==> src/rtl/sc_backg_scheduler_pkg.sv <==
// Shared definitions for the background-row scheduler: FSM encodings,
// shift-selection codes and the per-row rotation period.
package sc_backg_scheduler_pkg;

  typedef enum logic [2:0] {
    IDLE  = 3'd0,
    CLEAR = 3'd1,
    LOAD  = 3'd2,
    RUN   = 3'd3,
    PAUSE = 3'd4
  } schedState_t;

  localparam logic [1:0] SHIFT_NONE  = 2'b00;
  localparam logic [1:0] SHIFT_LEFT  = 2'b01;
  localparam logic [1:0] SHIFT_RIGHT = 2'b10;

  // Rotation period in ticks is (row[1:0]+1) << (3-level), 1..32; the row
  // counters hold period-1 so a 6-bit down-counter is enough.
  function automatic logic [5:0] periodMinusOne(input logic [1:0] rowLsb,
                                                input logic [1:0] level);
    logic [5:0] period;
    period = (6'(rowLsb) + 6'd1) << (2'd3 - level);
    return period - 6'd1;
  endfunction

endpackage

==> src/rtl/sc_backg_rowtimer.sv <==
// Per-row rotation timer: 6-bit down-counter that emits a one-cycle
// shift-selection pulse each time it wraps on a game tick.
module sc_backg_rowtimer
  import sc_backg_scheduler_pkg::*;
(
  input  logic       SC_RegBACKGTYPE_CLOCK_50,
  input  logic       SC_RegBACKGTYPE_RESET_InHigh,
  input  logic       load,
  input  logic       tick,
  input  logic       freeze,
  input  logic       dir,
  input  logic [5:0] periodM1,
  output logic [1:0] shiftSel
);

  logic [5:0] rowCount;

  always_ff @(posedge SC_RegBACKGTYPE_CLOCK_50 or posedge SC_RegBACKGTYPE_RESET_InHigh) begin
    if (SC_RegBACKGTYPE_RESET_InHigh) begin
      rowCount <= '0;
      shiftSel <= SHIFT_NONE;
    end else begin
      shiftSel <= SHIFT_NONE;
      if (load) begin
        rowCount <= periodM1;
      end else if (tick && !freeze) begin
        // Reload picks up the level in force now, so a level change lands
        // only at this row's next wrap.
        if (rowCount == 6'd0) begin
          rowCount <= periodM1;
          shiftSel <= dir ? SHIFT_LEFT : SHIFT_RIGHT;
        end else begin
          rowCount <= rowCount - 6'd1;
        end
      end
    end
  end

endmodule

==> src/rtl/sc_backg_scheduler.sv <==
// Background-row sequencer: global clear, row-by-row table load, then
// per-row periodic rotations paced by a prescaled game tick.
module sc_backg_scheduler
  import sc_backg_scheduler_pkg::*;
#(
  parameter int          ROWS     = 8,
  parameter int unsigned PRESCALE = 25'd5000000,
  parameter int          TICK_W   = 25
) (
  input  logic                SC_RegBACKGTYPE_CLOCK_50,
  input  logic                SC_RegBACKGTYPE_RESET_InHigh,
  input  logic                SC_BACKGSCHED_start_InLow,
  input  logic                SC_BACKGSCHED_pause_InLow,
  input  logic [1:0]          SC_BACKGSCHED_level_In,
  input  logic [ROWS-1:0]     SC_BACKGSCHED_dir_In,
  output logic                SC_BACKGSCHED_clear_OutLow,
  output logic [ROWS-1:0]     SC_BACKGSCHED_load_OutLow,
  output logic [3:0]          SC_BACKGSCHED_loadrow_OutBUS,
  output logic [2*ROWS-1:0]   SC_BACKGSCHED_shiftselection_OutBUS,
  output logic [2:0]          SC_BACKGSCHED_state_OutBUS,
  output logic                SC_BACKGSCHED_running_Out
);

  localparam logic [TICK_W-1:0] PRESC_LAST = TICK_W'(PRESCALE - 1);
  localparam logic [3:0]        LAST_ROW   = 4'(ROWS - 1);

  schedState_t       state;
  logic [3:0]        loadIdx;
  logic [ROWS-1:0]   loadN;
  logic              clearN;
  logic              running;
  logic [TICK_W-1:0] prescCount;
  logic              tickP1;
  logic              active;

  // Timing advances only in RUN/PAUSE cycles where neither a restart nor a
  // pause is requested, so the cycle a pause is taken is already frozen.
  assign active = ((state == RUN) || (state == PAUSE)) &&
                  SC_BACKGSCHED_start_InLow && SC_BACKGSCHED_pause_InLow;

  always_ff @(posedge SC_RegBACKGTYPE_CLOCK_50 or posedge SC_RegBACKGTYPE_RESET_InHigh) begin
    if (SC_RegBACKGTYPE_RESET_InHigh) begin
      state   <= IDLE;
      clearN  <= 1'b1;
      loadN   <= '1;
      loadIdx <= '0;
      running <= 1'b0;
    end else begin
      case (state)
        IDLE: if (!SC_BACKGSCHED_start_InLow) begin
          state   <= CLEAR;
          clearN  <= 1'b0;
          loadIdx <= '0;
        end
        CLEAR: begin
          state  <= LOAD;
          clearN <= 1'b1;
          loadN  <= ~ROWS'(1);
        end
        LOAD: if (loadIdx == LAST_ROW) begin
          state   <= RUN;
          loadN   <= '1;
          running <= 1'b1;
        end else begin
          loadIdx <= loadIdx + 4'd1;
          loadN   <= ~(ROWS'(1) << (loadIdx + 4'd1));
        end
        RUN, PAUSE: if (!SC_BACKGSCHED_start_InLow) begin
          state   <= CLEAR;
          clearN  <= 1'b0;
          loadIdx <= '0;
          running <= 1'b0;
        end else if (!SC_BACKGSCHED_pause_InLow) begin
          state   <= PAUSE;
          running <= 1'b0;
        end else begin
          state   <= RUN;
          running <= 1'b1;
        end
        default: state <= IDLE;
      endcase
    end
  end

  // Stage p1: the tick is registered off the prescaler wrap; it holds while
  // frozen so a tick pending at pause time is consumed on resume.
  always_ff @(posedge SC_RegBACKGTYPE_CLOCK_50 or posedge SC_RegBACKGTYPE_RESET_InHigh) begin
    if (SC_RegBACKGTYPE_RESET_InHigh) begin
      prescCount <= '0;
      tickP1     <= 1'b0;
    end else if (state == LOAD) begin
      prescCount <= '0;
      tickP1     <= 1'b0;
    end else if (active) begin
      tickP1     <= (prescCount == PRESC_LAST);
      prescCount <= (prescCount == PRESC_LAST) ? '0 : prescCount + TICK_W'(1);
    end
  end

  for (genvar r = 0; r < ROWS; r++) begin : gRow
    localparam logic [3:0] ROW_IDX = 4'(r);
    sc_backg_rowtimer uRowTimer (
      .SC_RegBACKGTYPE_CLOCK_50     (SC_RegBACKGTYPE_CLOCK_50),
      .SC_RegBACKGTYPE_RESET_InHigh (SC_RegBACKGTYPE_RESET_InHigh),
      .load     ((state == LOAD) && (loadIdx == ROW_IDX)),
      .tick     (tickP1),
      .freeze   (!active),
      .dir      (SC_BACKGSCHED_dir_In[r]),
      .periodM1 (periodMinusOne(ROW_IDX[1:0], SC_BACKGSCHED_level_In)),
      .shiftSel (SC_BACKGSCHED_shiftselection_OutBUS[2*r+1:2*r])
    );
  end

  assign SC_BACKGSCHED_clear_OutLow   = clearN;
  assign SC_BACKGSCHED_load_OutLow    = loadN;
  assign SC_BACKGSCHED_loadrow_OutBUS = loadIdx;
  assign SC_BACKGSCHED_state_OutBUS   = state;
  assign SC_BACKGSCHED_running_Out    = running;

endmodule
==> config.mk <==
export PLATFORM = sky130hd
export DESIGN_NAME = sc_backg_scheduler
export DESIGN_NICKNAME = d
export VERILOG_FILES = /design/src/rtl/sc_backg_scheduler_pkg.sv /design/src/rtl/sc_backg_rowtimer.sv /design/src/rtl/sc_backg_scheduler.sv
export SDC_FILE = /design/constraint.sdc
export NUM_CORES = 1
export LEC_CHECK = 0
export ABC_AREA = 1
export CAP_MARGIN = 20
export CORE_ASPECT_RATIO = 1.25
export CORE_MARGIN = 4
export CORE_UTILIZATION = 50
export DETAILED_ROUTE_END_ITERATION = 7
export PLACE_DENSITY = 0.66
export SLEW_MARGIN = 10
export SYNTH_ARGS = -nofsm -noshare
export SYNTH_HDL_FRONTEND = slang
export SYNTH_SLANG_ARGS = --single-unit
==> constraint.sdc <==
create_clock -name SC_RegBACKGTYPE_CLOCK_50 -period 3.9 [get_ports SC_RegBACKGTYPE_CLOCK_50]
set_clock_uncertainty 0.05 [all_clocks]
set_input_delay 0.39 -clock SC_RegBACKGTYPE_CLOCK_50 [delete_from_list [all_inputs] [get_ports SC_RegBACKGTYPE_CLOCK_50]]
set_output_delay 0.39 -clock SC_RegBACKGTYPE_CLOCK_50 [all_outputs]
set_load 0.05 [all_outputs]
==> results of run 1 <==
[cell families (layout without fill, tap and decap cells)]
kind of cell             after synthesis  after routing  synth area share, %
AND/OR/NAND/NOR                      426            426                 30.6
buffers and inverters                122            177                 7.70
XOR/XNOR                              33             33                 4.69
AO/OA/AOI/OAI                        102            102                 9.02
adder cells (fa/ha/maj)               21             21                 4.27
flip-flops                           107            107                 43.7
[registers in the layout, indices dropped and copies added, names as in the netlist]
| signal | flops |
|---|---|
| tickP1 | 1 |
| prescCount | 25 |
| SC_BACKGSCHED_load_OutLow | 8 |
| gRow.uRowTimer.shiftSel | 16 |
| SC_BACKGSCHED_loadrow_OutBUS | 4 |
| SC_BACKGSCHED_running_Out | 1 |
| SC_BACKGSCHED_clear_OutLow | 1 |
| SC_BACKGSCHED_state_OutBUS | 3 |
| gRow.uRowTimer.rowCount | 48 |
[layer usage]
metal / routed length, um / share of wire (%) / vias up / global-route usage [%]
li1: - / - / 2704 / -
met1: 6430 / 46 / 2542 / 27.6
met2: 6790 / 48 / 104 / 34.6
met3: 477 / 3.4 / 28 / 3.04
met4: 349 / 2.5 / 0 / 8.67
met5: 0 / 0 / - / 0
[power by group through the flow]
stage               Clock [mW]  Combinational, mW  Sequential [mW]
finish                   0.976               1.70             1.52
global route              1.04               1.90             1.55
CTS                      0.992               1.71             1.52
detailed placement           0               1.70             1.53
global placement             0               1.66             1.53
floorplan                    0               1.09             1.70
[worst min-delay path by stage]
stage	start	end	depth (start not counted)
after floorplan	gRow[7].uRowTimer.rowCount[0]$_DFFE_PP0P_	gRow[7].uRowTimer.rowCount[0]$_DFFE_PP0P_	1
after global placement	gRow[7].uRowTimer.rowCount[0]$_DFFE_PP0P_	gRow[7].uRowTimer.rowCount[0]$_DFFE_PP0P_	1
after detailed placement	gRow[5].uRowTimer.rowCount[2]$_DFFE_PP0P_	gRow[5].uRowTimer.rowCount[2]$_DFFE_PP0P_	2
after CTS	SC_BACKGSCHED_load_OutLow[0]$_DFFE_PP1P_	SC_BACKGSCHED_load_OutLow[0]$_DFFE_PP1P_	2
after global routing	gRow[3].uRowTimer.rowCount[0]$_DFFE_PP0P_	gRow[3].uRowTimer.rowCount[0]$_DFFE_PP0P_	1
final	SC_BACKGSCHED_load_OutLow[0]$_DFFE_PP1P_	SC_BACKGSCHED_load_OutLow[0]$_DFFE_PP1P_	2
[synth_stat cells (all sizes together)]
cell type    n
nor3b        6
inv        113
dfstp        9
clkbuf       1
nand3       62
nand2      214
nor2        99
or2          4
o22a         6
o22ai        3
nand4       27
o21ai       78
buf          8
dfrtp       98
o211ai       4
xnor2        4
a21oi        9
xor2        29
ha          21
a22oi        2
nor3        14
[final cells by class]
class	count	area [um2]	share of cell area, %
tap	164	205	2.88
sequential	107	2690	37.8
timing repair buffer	48	488	6.86
clock inverter	5	77.6	1.09
inverter	113	427	6.00
multi-input combinational	582	2990	42.1
clock buffer	11	233	3.27
[stage by stage]
step           cells  worst slack (ns)
2_1_floorplan    811             0.658
3_3_place_gp    1014              1.55
3_5_place_dp    1014              1.50
4_1_cts         1030              1.74
5_1_grt         1030              1.59
6_report        1030              1.75
==> run metrics, run 1 <==
Comb pwr share 40.6%; #FFs+latches synth 107; vias in the first global route 5217; Max FO, Critical Path 7; DIE HEIGHT 132 um; Clock Power Share 23.2%; Final Cell Area 0.00711 mm2; Power Dens Cells 590 mW/mm2; yosys warns 0; post-CTS resize count 0; worst-skew pair later-pin latency 0.35 ns; Mapped Cells 811; worst slew pin tran 0.734 ns; GRT Util Overall 21.0%; clock sink count 107; starting density of the core 50.9%; final core utilization 58.8%; setup repair bufs after CTS 0; Port Buffers 46; Synth area leaders dfrtp_1 40%, nand2_1 12%, inv_1 6.4%; FF-to-FF End prescCount[7]$_DFFE_PP0P_; initial antenna violation count 0; TritonCTS clock tree yes; CP bufs+invs 1; leading area contributor after synthesis dfrtp_1; Worst setup SP type flip-flop; Boundary Pins 47; Crit path depth 1; GRT Residual Overflow 0; CP endpoint SC_BACKGSCHED_loadrow_OutBUS[0]; RSZ-0062 raised after global routing no; Max-Cap Viols 0; CTS Buffer Depth 2; Reg power frac 36.2%; H-tree depth 3; R2R Setup Slk 1.77 ns; crit path DAT 1.71 ns; Fillers 1108; Tmin final 2.15 ns; Max VDD drop 0.356 mV; DP HPWL 10200 um; root buf cell clkbuf_16; Detailed Routing Iterations Pass 1 5; outcome finished, final reports clean; post-synth top area share 39.8%; Area after DPL 0.00680 mm2; Slew Limit Fails 0; drt drc 0; Diodes inserted 0; worst path required time 3.46 ns; first-pass GRT wire length 24300 um; Reg2Reg Launch Point SC_BACKGSCHED_state_OutBUS[2]$_DFFE_PP0P_; commonest non-fill, non-tap cell in the layout nand2_1; Internal 2.45 mW; hold buffer count at CTS 0; Distinct cells, synth 32; Final setup viols 0; Worst-path clk slew 0.07 ns; Critical Path Max Stage Delay 0.86 ns; commonest cells after routing, fill and taps aside 205 x nand2_1, 104 x inv_1, 98 x dfrtp_1; CP max-delay cell clkdlybuf4s50_1; Setup crit start SC_BACKGSCHED_loadrow_OutBUS[0]$_DFFE_PP0P_; Layout Nets 896; Final Cycle Share 55.2%; CORE AREA 0.0121 mm2; NetSw 1.75 mW; WL final 14000 um; Avg Inst Size Synth 7.59 um2; CP Capture Type primary output; Fin Hold WS 0.425 ns; chip width 107 um; endpoints failing hold 0; Die ar. 0.0142 mm2; Initial DRC Count 328; min-delay worst type flip-flop to flip-flop; Vias/cell 5.22; GP Congestion 0.903; Area growth syn-to-layout 15.5%; antenna-violating nets left 0; Crit path max-delay family buffers and inverters; CP Cell Sequence clkdlybuf4s50_1; Crit Path Class flip-flop to primary output; Seq/Total Area, Yosys 43.7%; Leakage 3.35 nW; via count 5378; Syn Std Cell Area 0.00616 mm2; Achievable Freq 0.464 GHz; Rows 45; Mapped Nets 846; CTS Buf Count 9; setup_tns 0 ns; drt wl/cell 13.6 um; total power 4.20 mW; largest net degree at the start of global routing 58; Max transition margin 51.1%; Worst Reg-to-Reg Cells 7; layout cells sized above 1 7.04%; Sw Ratio 41.8%
(Power assumes the default switching activity.)
==> run 2, diff against run 1 <==
--- a/config.mk
+++ b/config.mk
@@ -11,7 +11,7 @@
 export CORE_MARGIN = 4
 export CORE_UTILIZATION = 50
 export DETAILED_ROUTE_END_ITERATION = 7
-export PLACE_DENSITY = 0.66
+export PLACE_DENSITY = 0.69
 export SLEW_MARGIN = 10
 export SYNTH_ARGS = -nofsm -noshare
 export SYNTH_HDL_FRONTEND = slang
==> constraint.sdc (replaced) <==
create_clock -name SC_RegBACKGTYPE_CLOCK_50 -period 1.95 [get_ports SC_RegBACKGTYPE_CLOCK_50]
set_clock_uncertainty 0.05 [all_clocks]
set_input_delay 0.195 -clock SC_RegBACKGTYPE_CLOCK_50 [delete_from_list [all_inputs] [get_ports SC_RegBACKGTYPE_CLOCK_50]]
set_output_delay 0.195 -clock SC_RegBACKGTYPE_CLOCK_50 [all_outputs]
set_load 0.05 [all_outputs]
==> run 2 against run 1 <==
  * Non-clock buffer count increased by 18
  * Sequential cell count unchanged
  * Setup slack got worse by 1.7 ns
  * Largest cell class unchanged
  * Highest routed layer unchanged
  * Critical path type unchanged
  * Global-route usage increased by 0.72 points
  * Power increased by 100%
  * Count of clock-buffer cells in the layout decreased by 2
  * Utilization increased by 1.6 points
  * Register-to-register slack got worse by 1.7 ns
  * Critical path depth unchanged
  * Clock power increased by 83%
  * Routed wire length increased by 4.0%
  * Cell area increased by 2.7%
==> run metrics, run 2 (same netlist as run 1, synthesis figures left out) <==
outcome finished, final reports clean; commonest cells after routing, fill and taps aside 201 x nand2_1, 104 x inv_1, 95 x dfrtp_1; Achievable Freq 0.533 GHz; NetSw 3.63 mW; FF-to-FF End prescCount[13]$_DFFE_PP0P_; Diodes inserted 0; GRT Util Overall 21.7%; Rows 45; Max-Cap Viols 0; Detailed Routing Iterations Pass 1 5; Crit Path Class flip-flop to primary output; Slew Limit Fails 0; Reg2Reg Launch Point SC_BACKGSCHED_state_OutBUS[2]$_DFFE_PP0P_; dpl ws -0.0577 ns; Final Cycle Share 96.2%; Layout Nets 914; setup_tns 0 ns; worst slew pin tran 0.525 ns; starting density of the core 50.9%; CP Capture Type primary output; setup repair bufs after CTS 0; Power Dens Cells 1150 mW/mm2; total power 8.41 mW; CP Cell Sequence clkdlybuf4s50_1; Critical Path Max Stage Delay 0.85 ns; drt wl/cell 13.9 um; Tmin final 1.88 ns; Leakage 3.44 nW; CP bufs+invs 1; max reg flops 48; Max VDD drop 0.775 mV; GRT Residual Overflow 0; Crit path max-delay family buffers and inverters; CORE AREA 0.0121 mm2; Max FO, Critical Path 4; Largest Register gRow.uRowTimer.rowCount; vias in the first global route 5474; Sw Ratio 43.2%; min-delay worst type input port to asynchronous set/reset pin; clock sink count 107; Final setup viols 0; largest net degree at the start of global routing 72; Comb pwr share 42.6%; Die ar. 0.0142 mm2; first-pass GRT wire length 25100 um; WL final 14600 um; CTS Buffer Depth 2; post-route met1 wirelength 6270 um; via count 5478; Internal 4.78 mW; worst-skew pair later-pin latency 0.36 ns; antenna-violating nets left 0; Port Buffers 46; chip width 107 um; drt drc 0; hold buffer count at CTS 0; initial antenna violation count 0; Boundary Pins 47; worst path required time 1.70 ns; R2R Setup Slk 0.11 ns; TritonCTS clock tree yes; met2 wire len 7610 um; Clock Power Share 21.3%; Reg area 0.00269 mm2; Vias/cell 5.23; GP Congestion 0.889; CP max-delay cell clkdlybuf4s50_1; crit path DAT 1.63 ns; H-tree depth 3; root buf cell clkbuf_16; commonest non-fill, non-tap cell in the layout nand2_1; Worst Reg-to-Reg Cells 8; Max transition margin 64.9%; multi-input logic area 0.00303 mm2; layout cells sized above 1 10.3%; CTS Buf Count 9; Worst setup SP type flip-flop; endpoints failing hold 0; Reg power frac 36.0%; Initial DRC Count 308; Area growth syn-to-layout 18.7%; DP HPWL 10800 um; Top Metal Used met4; Fillers 1083; Regs by FF count gRow.uRowTimer.rowCount x48, prescCount x25, gRow.uRowTimer.shiftSel x16; Worst-path clk slew 0.07 ns; final core utilization 60.4%; DIE HEIGHT 132 um; met3 WL 396 um; fin worst setup slack 0.0738 ns
[run 2: cell types whose count changed in the layout (fill, tap and decap cells not counted), sizes merged, moves of 3 or more]
cell	previous run	this run
inv	113	116
dlymetal6s2s	0	8
clkdlybuf4s50	46	34
buf	2	20
dlygate4sd2	0	4
[run 2: timing repair]
action	CTS	global route
resized for setup	4	20
endpoints found under the hold margin	0	0
pin swaps	0	0
setup endpoints to repair	4	33
[run 2: tightest hold or removal path: stages]
cell and delay, ns:
clkdlybuf4s50_1 0.44, clkinvlp_4 0.11, buf_12 0.32
[run 2: area by class of cell]
type,count,area share [%]
Clock buffer,9,3.08
Clock inverter,7,0.925
Inverter,113,5.86
Multi-Input combinational cell,582,41.4
Sequential cell,107,36.8
Tap cell,164,2.81
Timing Repair Buffer,66,9.08
[run 2: layer usage]
layer | track usage [%] | up-vias
li1 | - | 2748
met1 | 26.3 | 2620
met2 | 37.9 | 87
met3 | 3.18 | 23
met4 | 9.38 | 0
met5 | 0 | -
[run 2: power groups by stage]
| stage | combinational (mW) | sequential (mW) | clock [mW] |
|---|---|---|---|
| detailed placement | 3.54 | 3.06 | 0 |
| finish | 3.59 | 3.03 | 1.79 |
| global placement | 3.46 | 3.04 | 0 |
| CTS | 3.55 | 3.02 | 1.85 |
| global route | 4.03 | 3.09 | 1.95 |
| floorplan | 2.19 | 3.39 | 0 |
[run 2: through the flow]
stage,area (um2),instances,hold WS [ns]
after global routing,7310,1048,0.291
after detailed placement,6960,1032,0.413
after CTS,7250,1048,0.276
after global placement,6960,1032,0.409
final,7310,1048,0.254
after floorplan,6160,811,0.208
[run 2: worst max path at each step]
stage	startpoint	to	slack, ns	cells past startpoint
final	SC_BACKGSCHED_state_OutBUS[0]$_DFFE_PP0P_	SC_BACKGSCHED_state_OutBUS[0]	0.07	1
after global routing	SC_BACKGSCHED_state_OutBUS[2]$_DFFE_PP0P_	prescCount[13]$_DFFE_PP0P_	-0.007	8
after CTS	SC_BACKGSCHED_clear_OutLow$_DFFE_PP1P_	SC_BACKGSCHED_clear_OutLow	0.006	1
after detailed placement	SC_BACKGSCHED_level_In[0]	gRow[7].uRowTimer.rowCount[3]$_DFFE_PP0P_	-0.06	10
after global placement	SC_BACKGSCHED_level_In[0]	gRow[7].uRowTimer.rowCount[3]$_DFFE_PP0P_	0.009	10
after floorplan	SC_BACKGSCHED_loadrow_OutBUS[0]$_DFFE_PP0P_	gRow[6].uRowTimer.rowCount[2]$_DFFE_PP0P_	0.07	10
==> run 3, diff against run 2 <==
--- a/config.mk
+++ b/config.mk
@@ -8,7 +8,6 @@
 export ABC_AREA = 1
 export CAP_MARGIN = 20
 export CORE_ASPECT_RATIO = 1.25
-export CORE_MARGIN = 4
 export CORE_UTILIZATION = 50
 export DETAILED_ROUTE_END_ITERATION = 7
 export PLACE_DENSITY = 0.69
==> run 3 against run 2 <==
  * Cell area grew 0.50%
  * Sequential cell count is the same
  * Routed wire length shrank 2.5%
  * Fmax shrank 2.3%
  * Critical endpoint is now SC_BACKGSCHED_load_OutLow[0]
  * Largest power group unchanged
==> run metrics, run 3 (same netlist as run 1, synthesis figures left out) <==
Fillers 1065; Layout Nets 916; CP Cell Sequence clkdlybuf4s50_1; layout cells sized above 1 10.4%; Rows 44; Regs by FF count gRow.uRowTimer.rowCount x48, prescCount x25, gRow.uRowTimer.shiftSel x16; Max VDD drop 0.594 mV; commonest cells after routing, fill and taps aside 195 x nand2_1, 103 x inv_1, 97 x dfrtp_1; chip width 101 um; starting density of the core 52.3%; antenna-violating nets left 0; Slew Limit Fails 0; CP bufs+invs 1; Achievable Freq 0.521 GHz; crit path DAT 1.68 ns; endpoints failing hold 0; Power Dens Cells 1160 mW/mm2; Port Buffers 46; Crit path depth 1; largest net degree at the start of global routing 40; Area growth syn-to-layout 19.3%; DP HPWL 10500 um; via count 5498; Final setup viols 0; CP Capture Type primary output; root buf cell clkbuf_16; Critical Path Max Stage Delay 0.80 ns; min-delay worst type input port to asynchronous set/reset pin; RSZ-0062 raised after global routing yes; Max transition margin 65.5%; Crit Path Class flip-flop to primary output; Max FO, Critical Path 2; GRT Residual Overflow 0; worst-skew pair later-pin latency 0.35 ns; clock sink count 107; worst slew pin tran 0.517 ns; drt drc 0; Worst Reg-to-Reg Cells 10; Boundary Pins 47; first-pass GRT wire length 23800 um; Initial DRC Count 261; CORE AREA 0.0118 mm2; Crit path max-delay family buffers and inverters; Detailed Routing Iterations Pass 1 5; Max-Cap Viols 0; WL final 14200 um; final core utilization 62.3%; setup repair bufs after CTS 0; CP max-delay cell clkdlybuf4s50_1; Final Cycle Share 98.5%; initial antenna violation count 1; H-tree depth 3; Die ar. 0.0128 mm2; vias in the first global route 5284; Largest Register gRow.uRowTimer.rowCount; Worst-path clk slew 0.07 ns; commonest non-fill, non-tap cell in the layout nand2_1; CTS Buffer Depth 2; worst path required time 1.70 ns; drt wl/cell 13.6 um; Worst setup SP type flip-flop; TritonCTS clock tree yes; max reg flops 48; CTS Buf Count 9; GRT Util Overall 23.6%; setup_tns 0 ns; GP Congestion 0.901; DIE HEIGHT 126 um; outcome finished, final reports clean; Vias/cell 5.25; Tmin final 1.92 ns; Leakage 3.45 nW
## run 3: final cells by class
cell class / instances / area [um2] / share of cell area, %
multi-input cells: 582 / 3040 / 41.4
flip-flops and latches: 107 / 2690 / 36.6
repair buffers: 67 / 678 / 9.23
inverters: 113 / 434 / 5.91
clock buffers: 14 / 254 / 3.46
well taps: 161 / 201 / 2.74
clock inverters: 2 / 35.0 / 0.477
repair inverters: 1 / 7.51 / 0.102
diodes: 1 / 2.50 / 0.0341
## run 3: report_power, final
group          leakage, nW  internal [mW]  switching, mW
logic                 1.93           1.26           2.41
registers             1.38           2.68          0.345
clock network        0.141           1.03          0.798
## run 3: routing by layer
metal	vias to the layer above	share of wire [%]	wire [um]	global-route usage, %
li1	2759	-	-	-
met1	2632	44	6230	28.8
met2	86	51	7280	40.6
met3	21	3.1	448	3.72
met4	0	2.0	281	10.5
met5	-	0	0	0
## run 3: path summary, 6_finish.rpt
path                                                                          from                                   endpoint  slack (ns)
max reg2reg                            SC_BACKGSCHED_loadrow_OutBUS[1]$_DFFE_PP0P_  gRow[5].uRowTimer.rowCount[1]$_DFFE_PP0P_        0.13
max in group asynchronous                             SC_RegBACKGTYPE_RESET_InHigh   SC_BACKGSCHED_load_OutLow[6]$_DFFE_PP1P_        1.15
min in group SC_RegBACKGTYPE_CLOCK_50                      SC_BACKGSCHED_dir_In[5]    gRow[5].uRowTimer.shiftSel[1]$_DFF_PP0_        0.35
min                                                   SC_RegBACKGTYPE_RESET_InHigh                  prescCount[2]$_DFFE_PP0P_        0.15
max                                       SC_BACKGSCHED_load_OutLow[0]$_DFFE_PP1P_               SC_BACKGSCHED_load_OutLow[0]        0.03
min reg2reg                              gRow[7].uRowTimer.rowCount[0]$_DFFE_PP0P_  gRow[7].uRowTimer.rowCount[0]$_DFFE_PP0P_        0.43
## run 3: per-stage QoR
step	hold WS [ns]	total power, mW	area (um2)	std cells	setup slack [ns]
2_1_floorplan	0.208	5.58	6160	811	0.0668
3_3_place_gp	0.405	6.53	6980	1030	0.0311
3_5_place_dp	0.411	6.63	6980	1030	-0.0401
4_1_cts	0.161	8.47	7270	1046	0.00478
5_1_grt	0.187	9.11	7340	1047	-0.00318
6_report	0.150	8.53	7340	1048	0.0290
## run 3: timing repair
item / in CTS / in global routing
endpoints found under the setup margin: 0 / 41
endpoints found under the hold margin: 0 / 0
hold buffers: 0 / 0
resized for setup: 0 / 21
